### src/rtl/bit_serializer.sv
// bit_serializer: one-word buffered parallel-to-serial front end with valid/ready input
module bit_serializer #(
  parameter int DATA_W = 8,
  parameter bit MSB_FIRST = 1'b1,
  parameter bit IDLE_BIT = 1'b0
) (
  input  logic              clk,
  input  logic              rstn,
  input  logic              s_valid,
  output logic              s_ready,
  input  logic [DATA_W-1:0] s_data,
  output logic              ser_out,
  output logic              ser_valid,
  output logic              busy,
  output logic [15:0]       words_sent
);
  localparam int CW = $clog2(DATA_W);
  localparam logic [CW-1:0] CNT_LAST = CW'(DATA_W - 1);
  typedef enum logic {IDLE, SHIFT} state_t;
  state_t state, state_nx;
  logic [DATA_W-1:0] hold_data, sh, sh_nx;
  logic [CW-1:0] cnt;
  logic hold_full, active, last, load, accept;
  assign active = state == SHIFT;
  assign last = active && cnt == CNT_LAST;
  assign load = hold_full && (!active || last);
  assign s_ready = rstn && (!hold_full || load);
  assign accept = s_valid && s_ready;
  assign sh_nx = MSB_FIRST ? {sh[DATA_W-2:0], 1'b0} : {1'b0, sh[DATA_W-1:1]};
  assign ser_valid = active;
  assign ser_out = active ? (MSB_FIRST ? sh[DATA_W-1] : sh[0]) : IDLE_BIT;
  assign busy = active | hold_full;
  // shifter state register
  always_ff @(posedge clk)
    state <= !rstn ? IDLE : state_nx;
  // a pending word keeps the shifter running; otherwise it stops after the last bit
  always_comb
    state_nx = load ? SHIFT : last ? IDLE : state;
  // shift register, bit counter, buffer flag and completed-word counter
  always_ff @(posedge clk) begin
    if (!rstn) begin
      sh <= '0;
      cnt <= '0;
      hold_full <= 1'b0;
      words_sent <= '0;
    end else begin
      if (load) begin
        sh <= hold_data;
        cnt <= '0;
      end else if (active) begin
        sh <= sh_nx;
        cnt <= cnt + CW'(1);
      end
      if (accept) hold_full <= 1'b1;
      else if (load) hold_full <= 1'b0;
      if (last) words_sent <= words_sent + 16'd1;
    end
  end
  // holding buffer captures each handshake; its contents are only used while hold_full
  always_ff @(posedge clk)
    if (accept) hold_data <= s_data;
endmodule
### config.mk
export PLATFORM = sky130hd
export DESIGN_NAME = bit_serializer
export DESIGN_NICKNAME = d
export VERILOG_FILES = /design/src/rtl/bit_serializer.sv
export SDC_FILE = /design/constraint.sdc
export NUM_CORES = 1
export LEC_CHECK = 0
export ABC_CLOCK_PERIOD_IN_PS = 2400
export BUFFER_PORTS_ARGS = -buffer_cell sky130_fd_sc_hd__buf_2
export CAP_MARGIN = 20
export CORE_UTILIZATION = 53
export DETAILED_ROUTE_END_ITERATION = 16
export PLACE_DENSITY = 0.77
export SLEW_MARGIN = 10
export SYNTH_ARGS = -nofsm -noshare
export SYNTH_HDL_FRONTEND = slang
export SYNTH_SLANG_ARGS = --single-unit
### constraint.sdc
create_clock -name clk -period 2.4 [get_ports clk]
set_input_delay 0.48 -clock clk [delete_from_list [all_inputs] [get_ports clk]]
set_output_delay 0.48 -clock clk [all_outputs]
set_load 0.02 [all_outputs]
==> results.md, run 1 <==
Global routing:
- Entering global routing, the biggest net connects 27 pins.
- The total grt overflow is 0.
- The first global-routing pass estimated 4620 um of wire.
- The via count of the first global-routing pass is 1,116.
- Global routing used 19.7% of the available tracks.
- The number of antenna violations at the first check in global routing is 0.

Clock network:
- Once the clock tree was built, the resizer swapped 0 gates to a different size.
- The largest buffer count on any clock path is 2.
- CTS built an H-tree with a depth of 2.
- The total of hold buffers inserted after clock tree synthesis is 0.
- The clock tree from TritonCTS is built.
- CTS saw 37 sinks.
- The later pin in the worst-skew pair is clocked with a latency of 350 ps.
- The root buffer cell chosen for the clock tree is sky130_fd_sc_hd__clkbuf_4.
- Post-CTS timing repair inserted 0 buffers for setup.
- TritonCTS created 5 clock buffers.
- Clock-pin slew was measured on the worst setup and hold paths at 120 ps.

Power and ir drop:
- Per report_power, the clock group accounts for 37.2% of the total.
- The largest voltage drop on the vdd net is 0.733 mV.
- The internal power of the cells totals 0.942 mW.
- The design draws 1.21 mW.
- Summed over all cells, the static leakage comes to 0.746 nW.
- Power spread over the standard cell area amounts to 674 nW/um^2.
- For this design the total switching power over the nets is 0.266 mW.
- The switching portion of total power is 22.0%.
- In this run, flip-flops and latches consume 55.6% of the power.
- Combinational logic is responsible for 7.2% of the overall power.

Floorplanning:
- The floorplan row count is 19.
- In this run the horizontal extent of the chip is 55.6 um.
- The die boundary height is 55.6 um.
- For this configuration, the core starts out at a cell density of 55.7%.
- The area of the die is 3090 um^2.
- 31 I/O pins were placed.
- The placeable core region is 2730 um^2.

Synth:
- The most used flip-flop cell after synthesis is sky130_fd_sc_hd__dfxtp_1.
- After synthesis, the share of cell area in mux cells is 5.92%.
- The number of synthesized flops with an enable pin is 8.
- Among all cell types in the netlist, the one instantiated most often is sky130_fd_sc_hd__dfxtp_1.
- The synthesized netlist devotes 7.40% of its cell area to compound gates.
- The synthesized netlist devotes 2.47% of its cell area to adder and majority cells.
- The number of distinct library cells after synthesis is 27.
- Counting instances in the post-synthesis netlist gives the leading cell types as sky130_fd_sc_hd__dfxtp_1 (29), sky130_fd_sc_hd__nor2_1 (25), sky130_fd_sc_hd__nand2_1 (11), sky130_fd_sc_hd__xnor2_1 (10), sky130_fd_sc_hd__mux2i_1 (9).
- The number of warnings reported in the yosys synthesis log is 0.
- A synthesized cell averages 9.95 um^2.
- Synthesis produced a netlist with a net count of 167.
- The synthesized-area fraction occupied by xor and xnor cells is 6.90%.
- The synthesis-stage register bit count is 37.
- The synthesized instance count is 153.
- The largest area contributor in the synthesized netlist is sky130_fd_sc_hd__dfxtp_1.
- Of the total synthesized cell area, the portion taken by AND, OR, NAND and NOR gates is 21.0%.
- The dominant combinational cell family by area after synthesis is simple AND/OR/NAND/NOR gates.
- The share of synthesized registers carrying an async set or reset is 0%.
- The portion of the post-synthesis area used by sequential elements is 53.9%.
- The netlist area before placement is 1520 um^2.
- By area the synthesized netlist is led by sky130_fd_sc_hd__dfxtp_1 (38%), sky130_fd_sc_hd__edfxtp_1 (16%), sky130_fd_sc_hd__nor2_1 (6.2%), sky130_fd_sc_hd__mux2i_1 (5.9%), sky130_fd_sc_hd__xnor2_1 (5.8%).
- After synthesis, the largest area contributor takes up 38.1% of total cell area.

Critical path:
- For the worst setup path, the data arrival time is 1720 ps.
- The cell that appears most often on the critical path is sky130_fd_sc_hd__ha_1.
- Counting both buffers and inverters, the worst setup path holds a total of 1.
- Traced cell by cell, the critical path runs through ha_1, ha_1, and2b_1, a21oi_1, buf_2.
- The worst setup path is captured at an output port.
- The setup check on the worst reg-to-reg path leaves a slack of 340 ps.
- The critical path in this run is classified as flop to output port.
- The required time of the worst setup path is 1920 ps.
- The worst setup path is launched from a flop.
- Grouping stages by cell kind, the critical path spends the most delay in adder cells.
- In this design, the stage delay of the slowest critical-path cell is 360 ps.
- The slowest cell on the critical path is sky130_fd_sc_hd__dfxtp_1.
- The highest net fanout along the worst path is 6.

Timing:
- Setup repair after global routing left no endpoint under its margin.
- The headroom to the max-slew limit is 66.9%.
- The number of pins with negative max-slew slack in the final report is 0.
- In the final timing run, aggregate negative setup slack is 0 ps.
- Dividing the final minimum period by the clock period gives 91.7%.
- The final hold violation count came to 0.
- Setup violations remaining at the end of the flow were counted as 0.
- The worst clock skew is 18.9 ps.
- The worst hold-check slack is 295 ps.
- Counting I/O delays and the setup requirement, the final critical path takes 2200 ps.
- Static timing analysis puts the maximum clock frequency at 0.454 GHz.
- The measured slew at the worst slew-check pin is 497 ps.

Route:
- For this run, design rule violations remaining after detail routing come to 0.
- The total number of vias is 1,202.
- The detail route stage leaves a number of antenna-violating nets equal to 0.
- The detailed-routing iteration count for the pre-antenna-repair pass is 6.
- The violation count after the first detailed-routing iteration is 35.
- The ratio of routed vias to standard cells is 5.49.
- The post-detailed-route wirelength per cell is 12.9 um.
- The final routed wirelength across all metal layers is 2820 um.

Min path:
- The class of the worst hold path is input port to flop.

Placement:
- The count of buffers from port buffering is 30.
- The congestion estimate from routability-driven global placement came to 0.829.
- The total cell area at the placement stage is 1700 um^2.
- Summed over all nets, the half-perimeter wirelength after detailed placement is 2060 um.

Outcome:
- The run finished with clean final reports.

Final layout:
- In the final design database the tool counted 201 nets.
- In the final layout, the share of cells above drive strength 1 is 22.9%.
- The post-route standard cell area excluding fillers is 1790 um^2.
- The layout overhead on the synthesized area is 17.7%.
- At the end of the flow the core is filled with cells to 65.6%.
- The repair_antennas step left the layout with diodes totalling 0.

Run:
- The count of maximum capacitance violations is 0.
-- placed cells by master (no fill, tap or decap) --
master	n
sky130_fd_sc_hd__nand2_1	11
sky130_fd_sc_hd__a21oi_1	8
sky130_fd_sc_hd__edfxtp_1	8
sky130_fd_sc_hd__xor2_1	2
sky130_fd_sc_hd__bufinv_16	1
sky130_fd_sc_hd__xnor2_1	10
sky130_fd_sc_hd__and2_1	2
sky130_fd_sc_hd__clkbuf_4	5
sky130_fd_sc_hd__a211oi_1	7
sky130_fd_sc_hd__or3_1	4
sky130_fd_sc_hd__ha_1	3
sky130_fd_sc_hd__nor2_1	25
sky130_fd_sc_hd__buf_4	2
sky130_fd_sc_hd__nor4_1	5
sky130_fd_sc_hd__nand4_2	2
sky130_fd_sc_hd__o21ai_0	4
sky130_fd_sc_hd__nand3_1	5
sky130_fd_sc_hd__mux2i_1	9
sky130_fd_sc_hd__and2b_1	1
sky130_fd_sc_hd__clkinvlp_4	1
sky130_fd_sc_hd__dfxtp_1	29
sky130_fd_sc_hd__nand4_1	2
sky130_fd_sc_hd__nor3_1	4
sky130_fd_sc_hd__nand3b_1	1
sky130_fd_sc_hd__buf_2	30
sky130_fd_sc_hd__inv_1	3
sky130_fd_sc_hd__clkbuf_8	1
sky130_fd_sc_hd__or4_4	1
sky130_fd_sc_hd__clkinv_1	1
sky130_fd_sc_hd__nand2b_1	1
-- through the flow --
stage / setup WS, ps / cells
floorplan: 386 / 153
detailed placement: 354 / 211
finish: 200 / 219
CTS: 166 / 219
global route: 57.1 / 219
global placement: 439 / 211
-- final timing paths --
path / startpoint / endpoint / cells past startpoint
max: cnt[0] / s_ready / 5
min reg2reg: sh[0] / sh[0] / 2
min: s_data[5] / hold_data[5] / 1
max reg2reg: cnt[0] / words_sent[15] / 6
-- state kept, by name (all words and copies together) (netlist names) --
name and count:
ser_valid 1, words_sent 16, hold_full 1, hold_data 8, cnt 3, sh 8
-- power groups by stage --
stage,sequential (mW),clock (mW),combinational (mW)
2_1_floorplan,0.683,0,0.0625
3_3_place_gp,0.684,0,0.0833
4_1_cts,0.672,0.458,0.0880
5_1_grt,0.675,0.487,0.0963
6_report,0.672,0.449,0.0871
3_5_place_dp,0.686,0,0.0874
-- cells by family after synthesis --
logic type	after synthesis
AND/OR/NAND/NOR	64
flip-flops	37
AO/OA/AOI/OAI	19
XOR/XNOR	12
buffers and inverters	9
multiplexers	9
adder cells (fa/ha/maj)	3
-- metal layers --
metal / GRT usage [%] / share of wire, %
met1: 21.1 / 44
met2: 33.4 / 48
met3: 7.91 / 5.2
met4: 10.4 / 2.4
met5: 0 / 0
-- layout make-up --
type                       count  area, um^2
multi-input combinational    107         664
inverter                       4        15.0
tap                           31        38.8
clock inverter                 2        37.5
sequential                    37         821
clock buffer                   6        51.3
fill                         220         941
timing repair buffer          32         165
Power figures use the tool's default switching activity.
==> run 2: changes to the inputs <==
--- a/config.mk
+++ b/config.mk
@@ -8,9 +8,10 @@
 export ABC_CLOCK_PERIOD_IN_PS = 2400
 export BUFFER_PORTS_ARGS = -buffer_cell sky130_fd_sc_hd__buf_2
 export CAP_MARGIN = 20
-export CORE_UTILIZATION = 53
+export CORE_UTILIZATION = 56
+export CTS_BUF_LIST = sky130_fd_sc_hd__clkbuf_2 sky130_fd_sc_hd__clkbuf_4 sky130_fd_sc_hd__clkbuf_8
 export DETAILED_ROUTE_END_ITERATION = 16
-export PLACE_DENSITY = 0.77
+export PLACE_DENSITY = 0.81
 export SLEW_MARGIN = 10
 export SYNTH_ARGS = -nofsm -noshare
 export SYNTH_HDL_FRONTEND = slang
==> run 2 against run 1 <==
Non-clock buffer count down 1. Critical path depth stayed put. Final cell count decreased by 0.91%. Fmax is 0.61% lower. Via count rose by 0.17%. Setup slack lost 14 ps. Largest cell class unchanged.
==> results.md, run 2 (same netlist as run 1, synthesis figures left out) <==
Clock network:
- The total of hold buffers inserted after clock tree synthesis is 0 (unchanged).
- The post-CTS setup buffer count was 0 (unchanged).
- The insertion delay of the later-clocked pin in the worst-skew pair came to 350 ps (about the same).
- The number of clock buffers inserted by TritonCTS is 5 (unchanged).
- The largest buffer count on any clock path is 2 (unchanged).
- The level count of the clock H-tree is 2 (unchanged).
- The count of instances resized after the clock tree is built is 0 (unchanged).
- The tree is rooted in a sky130_fd_sc_hd__clkbuf_4.
- The clock transition at the registers of the reported paths is 110 ps (about the same).
- The clock sink count is 37 (unchanged).
- TritonCTS built the clock tree.

Placement:
- The count of buffers from port buffering is 30 (unchanged).
- The post-placement worst setup slack is 359 ps (+4.89 ps).
- The number of instances in the placed design is 209 (-0.95%).
- The routability congestion estimate came to 0.817 (-1.4%).
- The total cell area at the placement stage is 1700 um^2 (-0.51%).
- The half-perimeter wire length of the detailed placement result was 2030 um (-1.6%).

Critical path:
- The data arrival time of the critical path is 1730 ps (about the same).
- The signal on the critical path passes through ha_1, ha_1, and2b_1, a21oi_1, buf_2.
- The required time of the worst setup path is 1920 ps (about the same).
- The type of the worst setup path is flop to output port.
- The highest net fanout along the worst path is 6 (unchanged).
- The cell repeated most along the worst path is sky130_fd_sc_hd__ha_1.
- The startpoint of the lowest-slack register-to-register path is cnt[0].
- The worst setup path is captured at an output port.
- The delay of the slowest critical-path stage is 360 ps (about the same).
- The capture instance of the worst register-to-register path is words_sent[15].
- The nature of the critical path startpoint is a flop.
- The length in cells of the worst reg-to-reg path is 6 (unchanged).
- The internal reg-to-reg setup slack is 350 ps (about the same).
- The slowest cell on the critical path is sky130_fd_sc_hd__dfxtp_1.

Timing:
- The measured slew at the worst slew-check pin is 489 ps (-7.95 ps).
- The worst clock skew is 16.6 ps (-2.23 ps).
- The number of pins with negative max-slew slack in the final report was 0 (unchanged).
- The final period demand of the worst path is 2210 ps (+13.5 ps).
- The number of failing setup endpoints in the final timing report is 0 (unchanged).
- The final critical-path setup slack is 186 ps (-13.5 ps).
- The headroom to the max-slew limit is 67.4% (+0.53 points).
- The post-route fraction of the period consumed by the critical path came to 92.3% (+0.56 points).
- The maximum clock frequency was 0.452 GHz (-0.61%).
- The worst hold-check slack is 295 ps (-0.504 ps).
- The final hold violation count is 0 (unchanged).
- The final-layout setup total negative slack was 0 ps (unchanged).
- Setup repair after global routing left no endpoint under its margin.

Outcome:
- The flow ran to the end, and the final reports show no timing, DRC or antenna violations.

Power and ir drop:
- The clock share of power is 36.2% (-1.0 points).
- The total power consumption of the routed design was 1.18 mW (-2.0%).
- The power share of the sequential group came to 57.0% (+1.4 points).
- The switching portion of total power was 22.1% (+0.029 points).
- The switching power total is 0.261 mW (-1.9%).
- The cell internal power dissipation is 0.923 mW (-2.1%).
- The total power density per cell area is 667 nW/um^2 (-1.0%).
- The combinational power share was 6.9% (-0.3 points).
- The cell leakage power is 0.742 nW (-0.54%).
- The largest voltage drop on the vdd net is 0.575 mV (-22%).

Route:
- The detailed-routing iteration count for the pre-antenna-repair pass is 4 (-2).
- The DRC violation count after routing is 0 (unchanged).
- The ratio of routed vias to standard cells is 5.55 (+1.1%).
- The total number of vias is 1,204 (+0.17%).
- The final routed wirelength across all metal layers is 2820 um (-0.11%).
- The violation count after the first detailed-routing iteration is 22 (-37%).
- The remaining antenna violation count was 0 (unchanged).
- The post-detailed-route wirelength per cell is 13.0 um (+0.81%).

Final layout:
- The count of non-filler cells in the finished layout was 217 (-0.91%).
- The total area of sequential cells came to 821 um^2 (unchanged).
- The library cell used most frequently in the layout, excluding fill and tap cells, is sky130_fd_sc_hd__buf_2.
- The register with the most flip-flops is words_sent.
- In the final layout, the registers with the most flip-flops are words_sent: 16 flops, hold_data: 8 flops, sh: 8 flops.
- Relative to the synthesized area, the layout overhead comes to 16.6%.
- The post-route standard cell area excluding fillers was 1780 um^2 (-0.98%).
- The utilization of the core after routing is 70.4% (+4.8 points).
- The number of flip-flops under the largest register name is 16 (unchanged).
- The top cell types in the final layout, fill and taps aside, are sky130_fd_sc_hd__buf_2 (30), sky130_fd_sc_hd__dfxtp_1 (29), sky130_fd_sc_hd__nor2_1 (25).
- The count of filler cells inserted in the layout was 207 (-5.9%).
- The final-stage net count is 200 (-0.50%).
- The combined area of the multi-input logic cells was 664 um^2 (unchanged).
- The antenna cell count is 0 (unchanged).
- The layout cell share with drive strength beyond 1 was 22.5% (-0.41 points).

Run:
- The count of maximum capacitance violations is 0 (unchanged).

Global routing:
- The global-route wire length before repair came to 4570 um (-0.91%).
- The number of antenna violations at the first check in global routing is 0 (unchanged).
- The via count of the first global-routing pass is 1,136 (+1.8%).
- The total grt overflow is 0 (unchanged).
- The overall track demand over capacity in global routing is 22.8% (+3.1 points).
- The maximum number of pins on one net before global-route repair is 27 (unchanged).

Floorplanning:
- The area of the die is 2930 um^2 (-5.2%).
- The floorplan row count is 18 (-1).
- The placeable core region is 2520 um^2 (-7.7%).
- The die boundary height is 54.1 um (-2.6%).
- The initial standard-cell utilization of the core was 60.4% (+4.7 points).
- The I/O pin count came to 31 (unchanged).
- The floorplan die width came to 54.1 um (-2.6%).

Min path:
- The worst hold path endpoint is hold_data[1].
- In this run the most critical hold path is launched from s_data[1].
- In this run the worst hold path is classified as input port to flop.
- The worst hold path depth is 1 (unchanged).
==> run 2: final cells by class <==
cell class              instances  area share (%)
clock inverters                 2            1.97
inverters                       4           0.846
flip-flops and latches         37            46.2
well taps                      30            2.11
clock buffers                   6            2.54
multi-input cells             107            37.4
repair buffers                 31            8.88
==> run 2: metal layers <==
metal  up-vias  GRT usage (%)  routed length, um
li1        604              -                  -
met1       566           24.1               1230
met2        28           40.0               1430
met3         6           6.21                124
met4         0           13.2                 33
met5         -              0                  0
==> run 2: how the worst max path moves through the flow <==
stage               cells after the start        endpoint  slack [ps]   start
detailed placement                      6  words_sent[15]         360  cnt[0]
CTS                                     5         s_ready         160  cnt[0]
finish                                  5         s_ready         190  cnt[0]
global route                            5         s_ready          70  cnt[0]
global placement                        6  words_sent[15]         420  cnt[0]
floorplan                               5    hold_data[0]         390  cnt[0]
==> run 2: worst max-delay path, delay by kind of cell (launching register included) <==
kind,cells,cell delay [ps]
AOI/OAI and AO/OA,1,180
adders and majority gates,2,410
DFF,1,360
and+or+nand+nor,1,250
buffers and inverters,1,190
==> run 2: power groups by stage <==
| stage | registers [mW] | logic [mW] | clock network [mW] |
|---|---|---|---|
| 6_report | 0.674 | 0.0812 | 0.428 |
| 2_1_floorplan | 0.683 | 0.0625 | 0 |
| 4_1_cts | 0.674 | 0.0821 | 0.436 |
| 3_3_place_gp | 0.687 | 0.0783 | 0 |
| 5_1_grt | 0.678 | 0.0910 | 0.463 |
| 3_5_place_dp | 0.689 | 0.0819 | 0 |
